===== src/rtl/actor_responder.sv =====
// Dataflow actor invocation wrapper: one FIFO-to-FIFO action, fired
// up to MAX_FIRINGS times per ap_start with a fixed execute latency.
module actor_responder #(
  parameter int DATA_WIDTH   = 32,
  parameter int MAX_FIRINGS  = 4,
  parameter int EXEC_LATENCY = 2
) (
  input  logic                  ap_clk,
  input  logic                  ap_rst_n,
  input  logic                  ap_start,
  output logic                  ap_done,
  output logic                  ap_ready,
  output logic                  ap_idle,
  output logic [1:0]            ap_return,
  input  logic                  actor_enable,
  input  logic [DATA_WIDTH-1:0] in_dout,
  input  logic                  in_empty_n,
  output logic                  in_read,
  output logic [DATA_WIDTH-1:0] out_din,
  input  logic                  out_full_n,
  output logic                  out_write,
  output logic [15:0]           fire_count
);

  typedef enum logic [1:0] {
    S_IDLE,
    S_EVAL,
    S_EXEC,
    S_DONE
  } state_t;

  localparam logic [1:0] RET_IDLE = 2'd0;
  localparam logic [1:0] RET_WAIT = 2'd1;
  localparam logic [1:0] RET_TEST = 2'd2;
  localparam logic [1:0] RET_EXEC = 2'd3;

  localparam logic [7:0] MAX_F = 8'(MAX_FIRINGS);
  localparam logic [3:0] LAT_INIT = 4'(EXEC_LATENCY - 1);

  state_t                state;
  state_t                state_nx;
  logic                  en_q;
  logic [7:0]            firings;
  logic [3:0]            lat_cnt;
  logic [DATA_WIDTH-1:0] token;
  logic [15:0]           fire_cnt;
  logic [1:0]            ret_q;
  logic [1:0]            ret_nx;
  logic                  ret_ld;
  logic                  rd;
  logic                  wr;

  always_comb begin
    state_nx = state;
    ret_nx   = ret_q;
    ret_ld   = 1'b0;
    rd       = 1'b0;
    wr       = 1'b0;
    unique case (state)
      S_IDLE: begin
        if (ap_start) state_nx = S_EVAL;
      end
      S_EVAL: begin
        if (!en_q) begin
          state_nx = S_DONE;
          ret_ld   = 1'b1;
          ret_nx   = RET_IDLE;
        end else if (firings == MAX_F) begin
          state_nx = S_DONE;
          ret_ld   = 1'b1;
          ret_nx   = RET_EXEC;
        end else if (in_empty_n && out_full_n) begin
          rd       = 1'b1;
          state_nx = S_EXEC;
        end else begin
          state_nx = S_DONE;
          ret_ld   = 1'b1;
          if (firings != 8'd0)
            ret_nx = RET_EXEC;
          else if (!in_empty_n)
            ret_nx = RET_WAIT;
          else
            ret_nx = RET_TEST;
        end
      end
      // Sole writer of the output FIFO: space seen in S_EVAL still holds.
      S_EXEC: begin
        if (lat_cnt == 4'd0) begin
          wr       = 1'b1;
          state_nx = S_EVAL;
        end
      end
      S_DONE: begin
        state_nx = S_IDLE;
      end
      default: begin
        state_nx = S_IDLE;
      end
    endcase
  end

  always_ff @(posedge ap_clk) begin
    if (!ap_rst_n) begin
      state    <= S_IDLE;
      en_q     <= 1'b0;
      firings  <= 8'd0;
      lat_cnt  <= 4'd0;
      token    <= '0;
      fire_cnt <= 16'd0;
      ret_q    <= RET_IDLE;
    end else begin
      state <= state_nx;
      if (state == S_IDLE && ap_start) begin
        en_q    <= actor_enable;
        firings <= 8'd0;
      end
      if (rd) begin
        token   <= in_dout;
        lat_cnt <= LAT_INIT;
      end else if (state == S_EXEC && lat_cnt != 4'd0) begin
        lat_cnt <= lat_cnt - 4'd1;
      end
      if (wr) begin
        firings  <= firings + 8'd1;
        fire_cnt <= fire_cnt + 16'd1;
      end
      if (ret_ld) ret_q <= ret_nx;
    end
  end

  // FIFO strobes are masked during reset so an abandoned firing never lands.
  assign in_read    = rd & ap_rst_n;
  assign out_write  = wr & ap_rst_n;
  assign out_din    = out_write ? token + DATA_WIDTH'(1) : '0;
  assign ap_done    = (state == S_DONE);
  assign ap_ready   = ap_done;
  assign ap_idle    = (state == S_IDLE);
  assign ap_return  = ret_q;
  assign fire_count = fire_cnt;

endmodule

===== config.mk =====
export PLATFORM = sky130hd
export DESIGN_NAME = actor_responder
export DESIGN_NICKNAME = d
export VERILOG_FILES = /design/src/rtl/actor_responder.sv
export SDC_FILE = /design/constraint.sdc
export NUM_CORES = 1
export LEC_CHECK = 0
export ABC_CLOCK_PERIOD_IN_PS = 2440
export BUFFER_PORTS_ARGS = -buffer_cell sky130_fd_sc_hd__buf_2
export CAP_MARGIN = 20
export CORE_MARGIN = 3
export CORE_UTILIZATION = 23
export DETAILED_ROUTE_END_ITERATION = 10
export GPL_TIMING_DRIVEN = 0
export PLACE_DENSITY = 0.51
export SKIP_CTS_REPAIR_TIMING = 1
export SLEW_MARGIN = 20
export SYNTH_ARGS = -nofsm -noshare
export SYNTH_HDL_FRONTEND = slang
export SYNTH_SLANG_ARGS = --single-unit

===== constraint.sdc =====
create_clock -name ap_clk -period 2.44 [get_ports ap_clk]
set_input_delay 0.61 -clock ap_clk [delete_from_list [all_inputs] [get_ports ap_clk]]
set_output_delay 0.61 -clock ap_clk [all_outputs]
set_load 0.1 [all_outputs]

# After elaboration in Yosys (flattened, before gate mapping)
# Cells that the tools add are included.
# totals
inputBits	38
reg_bits	65
output_inout_bits	55
wordCells	60
# classes
mux	26
eq_ne	7
reduce_logical	12
addsub	4
bitwise	3
# op_table
cell	count
32-bit by 1-bit adder with 32-bit output, second input constant	1
32-bit two-way mux	1
16-bit by 1-bit adder with 16-bit output, second input constant	1
8-bit two-way mux	2
1-bit two-way mux	15
2-bit two-way mux	7
8-bit by 1-bit adder with 8-bit output, second input constant	1
8-bit by 3-bit equality test with 1-bit output, second input constant	1
2-bit one-hot mux with 4 select lines	1
8-bit nonzero test	1
2-bit equality test, second input constant	2
4-bit logical NOT	1
2-bit inequality test, second input constant	2
2-bit nonzero test	2
4-bit nonzero test	1
4-bit by 1-bit subtractor with 4-bit output, second input constant	1
1-bit logical AND	3
3-bit inequality test, second input constant	1
3-bit AND reduction	1
1-bit AND	2
2-bit by 1-bit equality test with 1-bit output, second input constant	1
2-bit logical NOT	1
2-bit AND reduction	1
2-bit OR reduction	1
1-bit inverter	1

# Logic depth before layout (Yosys ltp)
# depth
depth_word	6
depth_mapped	8
depth_no_buf	7

# Worst setup path before layout
# OpenSTA, ideal clock, no wires.
# synth_timing
path_type	register to output
from	reg token[0]
to	out out_din[24]
path_stages_with_launch	7
n_path_buf	1
t_required_ns	1.830
slack_ns	-1.417
t_arrival_ns	3.247
cell_sequence	dfxtp_1 -> ha_1 -> nand4_1 -> or4_4 -> buf_6 -> or4_1 -> a21oi_1
# synth_between
elab_chain_len	2
# synth_rtl
element	line_no	rtl
start: declaration	45	logic [DATA_WIDTH-1:0] token;
start signal: assignment	118	token <= in_dout;
32-bit by 1-bit adder with 32-bit output	134	assign out_din = out_write ? token + DATA_WIDTH'(1) : '0;
32-bit two-way mux	134	
end: declaration	19	output logic [DATA_WIDTH-1:0] out_din,
# Every way passes these cells.

# Worst setup path in the final report
# layout_timing
from	reg token[1]
to	out out_din[28]
# The elaborated chain is that of the path after synthesis.

==> impl_metrics.ini <==
[sta]
final_max_slew_viol_count = 0
tightest_slew_ns = 0.586
grt_setup_unrepaired = true
slew-limit-headroom = 0.609
setup_tns_ns = -13.84
finClkSkew_ns = 0.00532
finalSetupViolations = 34
final-hold-violation-count = 0
finalCritPeriodShare = 1.31
final.min_clock_period_ns = 3.19
max_freq_mhz = 313
setup_slack_ns = -0.753

[finish]
fin_util = 0.390
synthToLayoutAreaGrowth_pct = 64.5
layoutNonFillerInstCount = 832
layout-drive-gt1-share = 0.383
nets = 659
diodes = 0

[synthesis]
synthTopCellsByArea = dfxtp_1 36%, nand3_1 6.8%, nand2_1 6.3%
synthFlopType = dfxtp_1
syn_nets = 523
synth_cell_type_count = 50
synth_top_area_cell = dfxtp_1
ys_async_sr_fraction = 0
synth_area_per_cell_um2 = 7.56
syn-instance-count = 480
yosys_warnings = 0
synth_top_area_frac = 0.358
ys_seq_elements = 65
synth_seq_area_share = 0.358
syn_area_mm2 = 0.00363
synth_edf_count = 0

[die]
die_w_um = 132
die_area_mm2 = 0.0173
io_pins = 93
core_mm2 = 0.0153
start_util = 0.237
num_rows = 45
die_h_um = 132

[placement]
dp.cells = 783
io_buffers = 92
hpwl_um = 9040
place_ws_ns = -0.620
gp_congestion = 0.798

[critical_path]
critical_path.cell_chain = ha_4, nand4_1, or4_4, buf_6, or4_4, a21oi_4, buf_12
path_class = register to output pin
critPathLaunchType = register
endpoint_kind = output pin
path_common_cell = or4_4
crit_arrival_ns = 2.58
crit_required_ns = 1.83
critPathTopFamily = simple AND/OR/NAND/NOR gates
max_stage_delay_ns = 0.60
cp_slowest_cell = or4_4
critPathMaxFanout = 5
crit_buf_inv = 2

[power_and_ir_drop]
ir_drop_mv = 0.334
p_leak_nw = 2.05
power_density_mw_per_mm2 = 440
p_total_mw = 2.63

[clock_tree]
cts_buffers = 9
clockBufferDepth = 2
cts_sinks = 65
htreeDepth = 3
insertion_delay_ns = 0.33
clk_pin_slew_ns = 0.05
cts_root_buf = clkbuf_16
cts_tree = yes

[job]
cap_violations = 0

[drt]
vias = 4035
drc = 0
viasPerCell = 4.85
wirelength_um = 12400
wire_per_inst_um = 14.9
dr.first_iter.drc_count = 260
ant_nets = 0
firstDrtPassIters = 4

[hold_path]
hold_path_class = register to register

[global_routing]
grt_max_degree = 11
overflow = 0
grt_antenna_before_repair = 0
grt_use_total = 0.137
grt_first_pass_wirelength_um = 19400
grt_pass1_vias = 3859

[run_status]
status = complete, but fails checks
violations = setup timing
-- metal layers --
metal	vias up	global-route usage	part of all wire
li1	2012	-	-
met1	1901	0.172	0.45
met2	104	0.225	0.48
met3	18	0.0402	0.051
met4	0	0.0449	0.016
met5	-	0	0
-- synthesized netlist by cell type (all sizes together), types with 3 or more instances --
cell,instances
inv,14
buf,8
and4,5
nor3,8
o211ai,3
dfxtp,65
o31ai,15
clkbuf,21
nor2,35
or4,19
nand2,61
and2,5
xnor2,15
o21ai,44
or3,9
and3,6
nand3,49
a21oi,30
nor4,6
xor2,9
nand4,21
ha,5
-- cell usage in the layout, fill, tap and decap left out, types with 14 or more instances in the layout --
cell,synthesis,final
nand4_1,20,20
nor2_1,35,19
nand2_1,61,60
a21oi_4,0,16
o21ai_0,44,44
nor2_4,0,16
o31ai_1,15,14
buf_12,0,35
buf_4,1,28
buf_2,6,64
nand3_1,49,49
dfxtp_1,65,45
a21oi_1,30,14
xnor2_1,15,15
clkbuf_1,21,16
-- logic make-up (layout without fill, tap and decap cells) --
family | Yosys count | count (layout) | synth area share
mux | 4 | 4 | 0.0117
fa+ha+maj | 5 | 5 | 0.0172
buf+inv | 44 | 185 | 0.0507
simple gates | 236 | 236 | 0.343
xor+xnor | 24 | 24 | 0.0579
flops | 65 | 65 | 0.358
compound gates | 102 | 102 | 0.161
-- worst paths after layout --
kind,from,slack [ns],endpoint,depth (start not counted)
min,firings[4],0.46,firings[4],1
max reg2reg,lat_cnt[0],0.31,fire_count[15],7
max,token[1],-0.75,out_din[28],7
min reg2reg,firings[4],0.46,firings[4],1
-- per-stage QoR --
step / instance area [µm²] / hold slack [ns]
floorplan: 4130 / 0.459
global placement: 4850 / 0.462
detailed placement: 4850 / 0.459
CTS: 5130 / 0.470
global route: 5970 / 0.486
finish: 5970 / 0.464
-- power breakdown --
part	total [mW]	internal, mW	switching (mW)
clock network	1.25	0.784	0.464
registers	1.09	1.07	0.0180
logic	0.297	0.104	0.193
total	2.63	1.96	0.675
-- final cells by class --
type,instances,area [µm²]
fillers,1554,9340
multi-input cells,371,2550
flip-flops and latches,65,1340
repair buffers,126,1270
well taps,211,264
clock buffers,12,236
plain buffers,28,214
inverters,15,60.1
clock inverters,4,43.8
-- flip-flops by register name (all words and copies together), names as in the netlist --
| register | cells |
|---|---|
| ap_return | 2 |
| en_q | 1 |
| fire_count | 16 |
| firings | 8 |
| lat_cnt | 4 |
| state | 2 |
| token | 32 |
-- worst register-to-register path: stages (launching register included) --
cell,delay (ns)
dfxtp_2,0.33
inv_2,0.06
ha_4,0.12
buf_4,0.10
nor3b_2,0.30
nand4_1,0.40
or4_1,0.59
a21oi_1,0.15
No activity file was read; power rests on OpenSTA's default activity.
